**src/rtl/univ_lim_counter.sv**
```systemverilog
// Up/down counter with run-time inclusive limit, programmable step, wrap or
// saturate at the bounds, a registered boundary-event pulse and a sticky overflow.
module univ_lim_counter #(
    parameter int unsigned N    = 8,
    parameter int unsigned S    = 4,
    parameter logic [N-1:0] INIT = '0
) (
    input  logic         clk,
    input  logic         reset_n,
    input  logic         syn_clr,
    input  logic         load,
    input  logic [N-1:0] d,
    input  logic         en,
    input  logic         up,
    input  logic [S-1:0] step,
    input  logic [N-1:0] lim,
    input  logic         sat,
    input  logic         clr_ovf,
    output logic [N-1:0] q,
    output logic         max_tick,
    output logic         min_tick,
    output logic         wrap_tick,
    output logic         ovf
);

    logic [N-1:0] cnt_q, cnt_d;
    logic         wrap_q, wrap_d;
    logic         ovf_q, ovf_d;
    logic [N-1:0] step_ext;
    logic [N:0]   sum;
    logic         bound_evt;

    assign step_ext = N'(step);
    // Sum kept one bit wider so an overshoot past lim is never lost to truncation.
    assign sum      = {1'b0, cnt_q} + {1'b0, step_ext};

    always_comb begin
        cnt_d     = cnt_q;
        wrap_d    = 1'b0;
        ovf_d     = ovf_q;
        bound_evt = 1'b0;
        if (syn_clr) begin
            cnt_d = '0;
            ovf_d = 1'b0;
        end else begin
            if (load) begin
                cnt_d = (d > lim) ? lim : d;
            end else if (en && (step_ext != '0)) begin
                if (up) begin
                    if (sum <= {1'b0, lim}) begin
                        cnt_d = sum[N-1:0];
                    end else begin
                        bound_evt = 1'b1;
                        cnt_d     = sat ? lim : '0;
                    end
                end else begin
                    if (cnt_q >= step_ext) begin
                        cnt_d = cnt_q - step_ext;
                    end else begin
                        bound_evt = 1'b1;
                        cnt_d     = sat ? '0 : lim;
                    end
                end
            end
            wrap_d = bound_evt;
            ovf_d  = bound_evt | (ovf_q & ~clr_ovf);
        end
    end

    always_ff @(posedge clk or negedge reset_n) begin
        if (!reset_n) begin
            cnt_q  <= INIT;
            wrap_q <= 1'b0;
            ovf_q  <= 1'b0;
        end else begin
            cnt_q  <= cnt_d;
            wrap_q <= wrap_d;
            ovf_q  <= ovf_d;
        end
    end

    assign q         = cnt_q;
    assign wrap_tick = wrap_q;
    assign ovf       = ovf_q;
    assign max_tick  = (cnt_q == lim);
    assign min_tick  = (cnt_q == '0);

endmodule

```
**config.mk**
```make
export PLATFORM = sky130hd
export DESIGN_NAME = univ_lim_counter
export DESIGN_NICKNAME = d
export VERILOG_FILES = /design/src/rtl/univ_lim_counter.sv
export SDC_FILE = /design/constraint.sdc
export NUM_CORES = 1
export LEC_CHECK = 0
export BUFFER_PORTS_ARGS = -buffer_cell sky130_fd_sc_hd__buf_2
export CORE_MARGIN = 1
export CORE_UTILIZATION = 60
export CTS_CLUSTER_SIZE = 16
export DETAILED_ROUTE_END_ITERATION = 7
export HOLD_SLACK_MARGIN = 0.08
export PLACE_DENSITY = 0.86
export REMOVE_ABC_BUFFERS = 1
export SLEW_MARGIN = 10
export SYNTH_ARGS = -nofsm -noshare
export SYNTH_HDL_FRONTEND = slang
export SYNTH_SLANG_ARGS = --single-unit
```
**constraint.sdc**
```tcl
create_clock -name clk -period 4.9 [get_ports clk]
set_input_delay 0.49 -clock clk [delete_from_list [all_inputs] [get_ports clk]]
set_output_delay 0.49 -clock clk [all_outputs]
set_load 0.01 [all_outputs]
```
==> impl_summary.log <==
[metrics] number of nets in the final layout: 319
[metrics] wire length of the first global-routing pass: 8180 um
[metrics] cell-by-cell listing of the critical path: ha_1 -> nor3b_1 -> nor3_1 -> or3_1 -> a31o_2 -> ha_1 -> nand4_1 -> o21ai_0 -> o311a_2 -> or3_1 -> a31o_2 -> a221oi_2
[metrics] initial DRC count: 101
[metrics] CP required: 5080 ps
[metrics] Worst slew margin: 42.7%
[metrics] routed length per placed instance: 16.5 um
[metrics] ratio of routed vias to standard cells: 6.16
[metrics] I/O pin cnt: 40
[metrics] crit path max-delay cell type: sky130_fd_sc_hd__o311a_2
[metrics] max frequency: 267 MHz
[metrics] Port-buffer cells: 39
[metrics] vias after detailed routing: 1897
[metrics] clock transition at the registers of the reported paths: 70 ps
[metrics] kind of critical path: register to register
[metrics] sum of negative setup slack: 0 ps
[metrics] cells resized by post-CTS repair: 0
[metrics] clock network latency to the later pin of the worst-skew pair: 280 ps
[metrics] horizontal die dimension: 58.5 um
[metrics] Clock Root Buffer: sky130_fd_sc_hd__clkbuf_4
[metrics] cell count after synthesis: 234
[metrics] setup repair bufs after CTS: 0
[metrics] outcome: completed
[metrics] antenna violations before repair: 0
[metrics] distinct cell type count after synthesis: 59
[metrics] global routing usage on met1: 44.0%
[metrics] Final GP Congestion: 0.919
[metrics] final setup violating endpoints: 0
[metrics] CP delay by family, top: compound AO/OA/AOI/OAI gates
[metrics] area growth from synthesis to layout: 9.59%
[metrics] sum of routed wire length over all layers: 5070 um
[metrics] CTS tree: yes
[metrics] largest incremental delay on the critical path: 490 ps
[metrics] Final Cycle Share: 76.5%
[metrics] met2 Usage GRT: 52.1%
[metrics] CTS buffer count: 3
[metrics] fraction of registers with async set/reset: 100%
[metrics] setup repair after global routing missed its margin: no
[metrics] slew of the pin with the lowest slew margin: 848 ps
[metrics] cell leakage power: 1.03 nW
[metrics] initial cell density of the core: 62.8%
[metrics] deepest clock path buffer count: 2
[metrics] power per cell area: 224 nW/um2
[metrics] Final Util: 68.9%
[metrics] Remaining DRCs: 0
[metrics] HPWL reported at the end of detailed placement: 4000 um
[metrics] Critical Path Fanout Max: 12
[metrics] worst IR drop on VDD: 0.172 mV
[metrics] via count of the first global-routing pass: 1721
[metrics] number of standard-cell rows in the floorplan: 20
[metrics] die height: 58.5 um
[metrics] sequential share of the synthesized area: 13.0%
[metrics] maximum number of pins on one net before global-route repair: 19
[metrics] Syn. warnings: 0
[metrics] combined buffer and inverter count along the critical path: 0
[metrics] fraction of met3 tracks used by global routing: 5.05%
[metrics] number of synthesized register bits: 10
[metrics] kind of end point of the critical path: register
[metrics] area of the placeable core: 3050 um2
[metrics] Die ar.: 3430 um2
[metrics] leading register cell type out of synthesis: sky130_fd_sc_hd__dfrtp_1
[metrics] GRT Residual Overflow: 0
[metrics] signal arrival time at the worst endpoint: 3930 ps
[metrics] max-cap violations: 0
[metrics] type of the worst min-delay path: input pin to register
[metrics] ant diodes: 0
[metrics] ANT nets after route: 0
[metrics] clock net sink count: 10
[metrics] minimum period implied by the final worst setup slack: 3750 ps
[metrics] iteration count of the initial detailed-routing pass: 4
[metrics] setup clock skew after layout: 6.26 ps
[metrics] GR Util All Layers: 31.9%
[metrics] global-route layer with the greatest usage: met2
[metrics] H-tree depth reported by CTS: 1
[metrics] EDFF count, synth: 0
[metrics] Netlist Area Pre-Place: 1920 um2
[metrics] startpoint kind of the worst setup timing path: register
[metrics] mean area per synthesized cell: 8.20 um2
[metrics] fraction of layout cells with a size suffix above 1: 21.6%
[metrics] Slew Limit Fails: 0
[metrics] Hold Violations, Final: 0
## power by group
part	internal, mW	switching, mW	leakage [nW]
Sequential	0.0900	0.0242	0.132
Combinational	0.125	0.155	0.876
Clock	0.0453	0.0323	0.0210
## layout make-up
cell class	instances	area, um2
fill	289	951
tap	44	55.1
sequential	10	250
multi-input combinational	191	1480
inverter	19	71.3
timing repair buffer	40	205
clock buffer	4	36.3
## cell families (layout without fill, tap and decap cells)
logic type / count (synthesis) / count (layout) / synth area share (%)
compound gates: 63 / 63 / 24.4
buf+inv: 33 / 63 / 9.59
mux: 14 / 14 / 7.76
simple gates: 72 / 72 / 20.2
fa+ha+maj: 26 / 26 / 17.7
flops: 10 / 10 / 13.0
xor+xnor: 16 / 16 / 7.31
## path summary, 6_finish.rpt
| kind | to | slack [ps] | cells after the start | startpoint |
|---|---|---|---|---|
| worst max register to register | q[4] | 1150 | 12 | q[2] |
| worst min register to register | ovf | 540 | 2 | ovf |
| max in group asynchronous | q[5] | 4110 | 2 | reset_n |
| min in group asynchronous | q[2] | 590 | 2 | reset_n |
| worst max-delay path | q[4] | 1150 | 12 | q[2] |
| worst min-delay path | ovf | 400 | 2 | clr_ovf |
## per-stage QoR
stage                     setup slack (ps)  cells  hold slack (ps)  power, mW  area (um2)
final                                 1150    308              396      0.472        2100
after floorplan                       1360    220              194      0.307        1810
after global routing                   924    308              394      0.508        2100
after detailed placement              1060    303              358      0.391        2060
after CTS                             1210    308              393      0.470        2100
after global placement                1130    303              357      0.385        2060
## state kept, by name, indices dropped and copies added, names as in the netlist
| register | count |
|---|---|
| q | 8 |
| ovf | 1 |
| wrap_tick | 1 |
## metal layers
layer	share of wire [%]	vias up	wire [um]
li1	-	924	-
met3	6.0	10	302
met4	1.9	0	95
met2	47	77	2360
met1	46	886	2310
met5	0	-	0
## cells in the final DEF (no fill, tap or decap), types with 2 or more instances in the layout
master,netlist,routed
sky130_fd_sc_hd__inv_1,17,17
sky130_fd_sc_hd__a31o_2,2,2
sky130_fd_sc_hd__o32ai_1,2,2
sky130_fd_sc_hd__nand2b_1,2,2
sky130_fd_sc_hd__nor3b_1,2,2
sky130_fd_sc_hd__nand3_1,2,2
sky130_fd_sc_hd__a211oi_1,11,11
sky130_fd_sc_hd__mux2i_1,10,10
sky130_fd_sc_hd__fa_1,2,2
sky130_fd_sc_hd__xor2_1,5,5
sky130_fd_sc_hd__o21bai_1,3,3
sky130_fd_sc_hd__nor3_1,9,9
sky130_fd_sc_hd__clkbuf_4,1,3
sky130_fd_sc_hd__a211o_1,4,4
sky130_fd_sc_hd__o21ai_0,6,6
sky130_fd_sc_hd__xnor2_1,11,11
sky130_fd_sc_hd__nor2b_1,2,2
sky130_fd_sc_hd__dfrtp_1,10,10
sky130_fd_sc_hd__or3_1,5,5
sky130_fd_sc_hd__ha_1,24,24
sky130_fd_sc_hd__nand2_1,12,12
sky130_fd_sc_hd__nand4_1,8,8
sky130_fd_sc_hd__a21oi_1,18,18
sky130_fd_sc_hd__or4_1,3,3
sky130_fd_sc_hd__mux2_2,2,2
sky130_fd_sc_hd__nor2_1,20,20
sky130_fd_sc_hd__buf_2,1,39
## cell usage after synthesis, types with 2 or more instances
library cell	number	area [um2]
sky130_fd_sc_hd__nor2b_1	2	12.5
sky130_fd_sc_hd__xor2_1	5	43.8
sky130_fd_sc_hd__nor3b_1	2	15.0
sky130_fd_sc_hd__nand4_1	8	50.1
sky130_fd_sc_hd__or4_1	3	22.5
sky130_fd_sc_hd__o32ai_1	2	17.5
sky130_fd_sc_hd__nor2_1	20	75.1
sky130_fd_sc_hd__a211o_1	4	35.0
sky130_fd_sc_hd__mux2i_1	10	100
sky130_fd_sc_hd__ha_1	24	300
sky130_fd_sc_hd__dfrtp_1	10	250
sky130_fd_sc_hd__fa_1	2	40.0
sky130_fd_sc_hd__o21ai_0	6	30.0
sky130_fd_sc_hd__nor3_1	9	45.0
sky130_fd_sc_hd__buf_4	2	15.0
sky130_fd_sc_hd__a211oi_1	11	82.6
sky130_fd_sc_hd__mux2_2	2	22.5
sky130_fd_sc_hd__nand3_1	2	10.0
sky130_fd_sc_hd__a31o_2	2	17.5
sky130_fd_sc_hd__o21bai_1	3	22.5
sky130_fd_sc_hd__nand2b_1	2	12.5
sky130_fd_sc_hd__or3_1	5	31.3
sky130_fd_sc_hd__buf_6	5	56.3
sky130_fd_sc_hd__a21oi_1	18	90.1
sky130_fd_sc_hd__xnor2_1	11	96.3
sky130_fd_sc_hd__nand2_1	12	45.0
sky130_fd_sc_hd__clkbuf_1	4	15.0
sky130_fd_sc_hd__inv_1	17	63.8
## repair_timing
action | CTS | global route
hold buffers | 1 | 0
endpoints found under the setup margin | 0 | 0
hold endpoints to repair | 10 | 0
No activity file was read; power rests on OpenSTA's default activity.
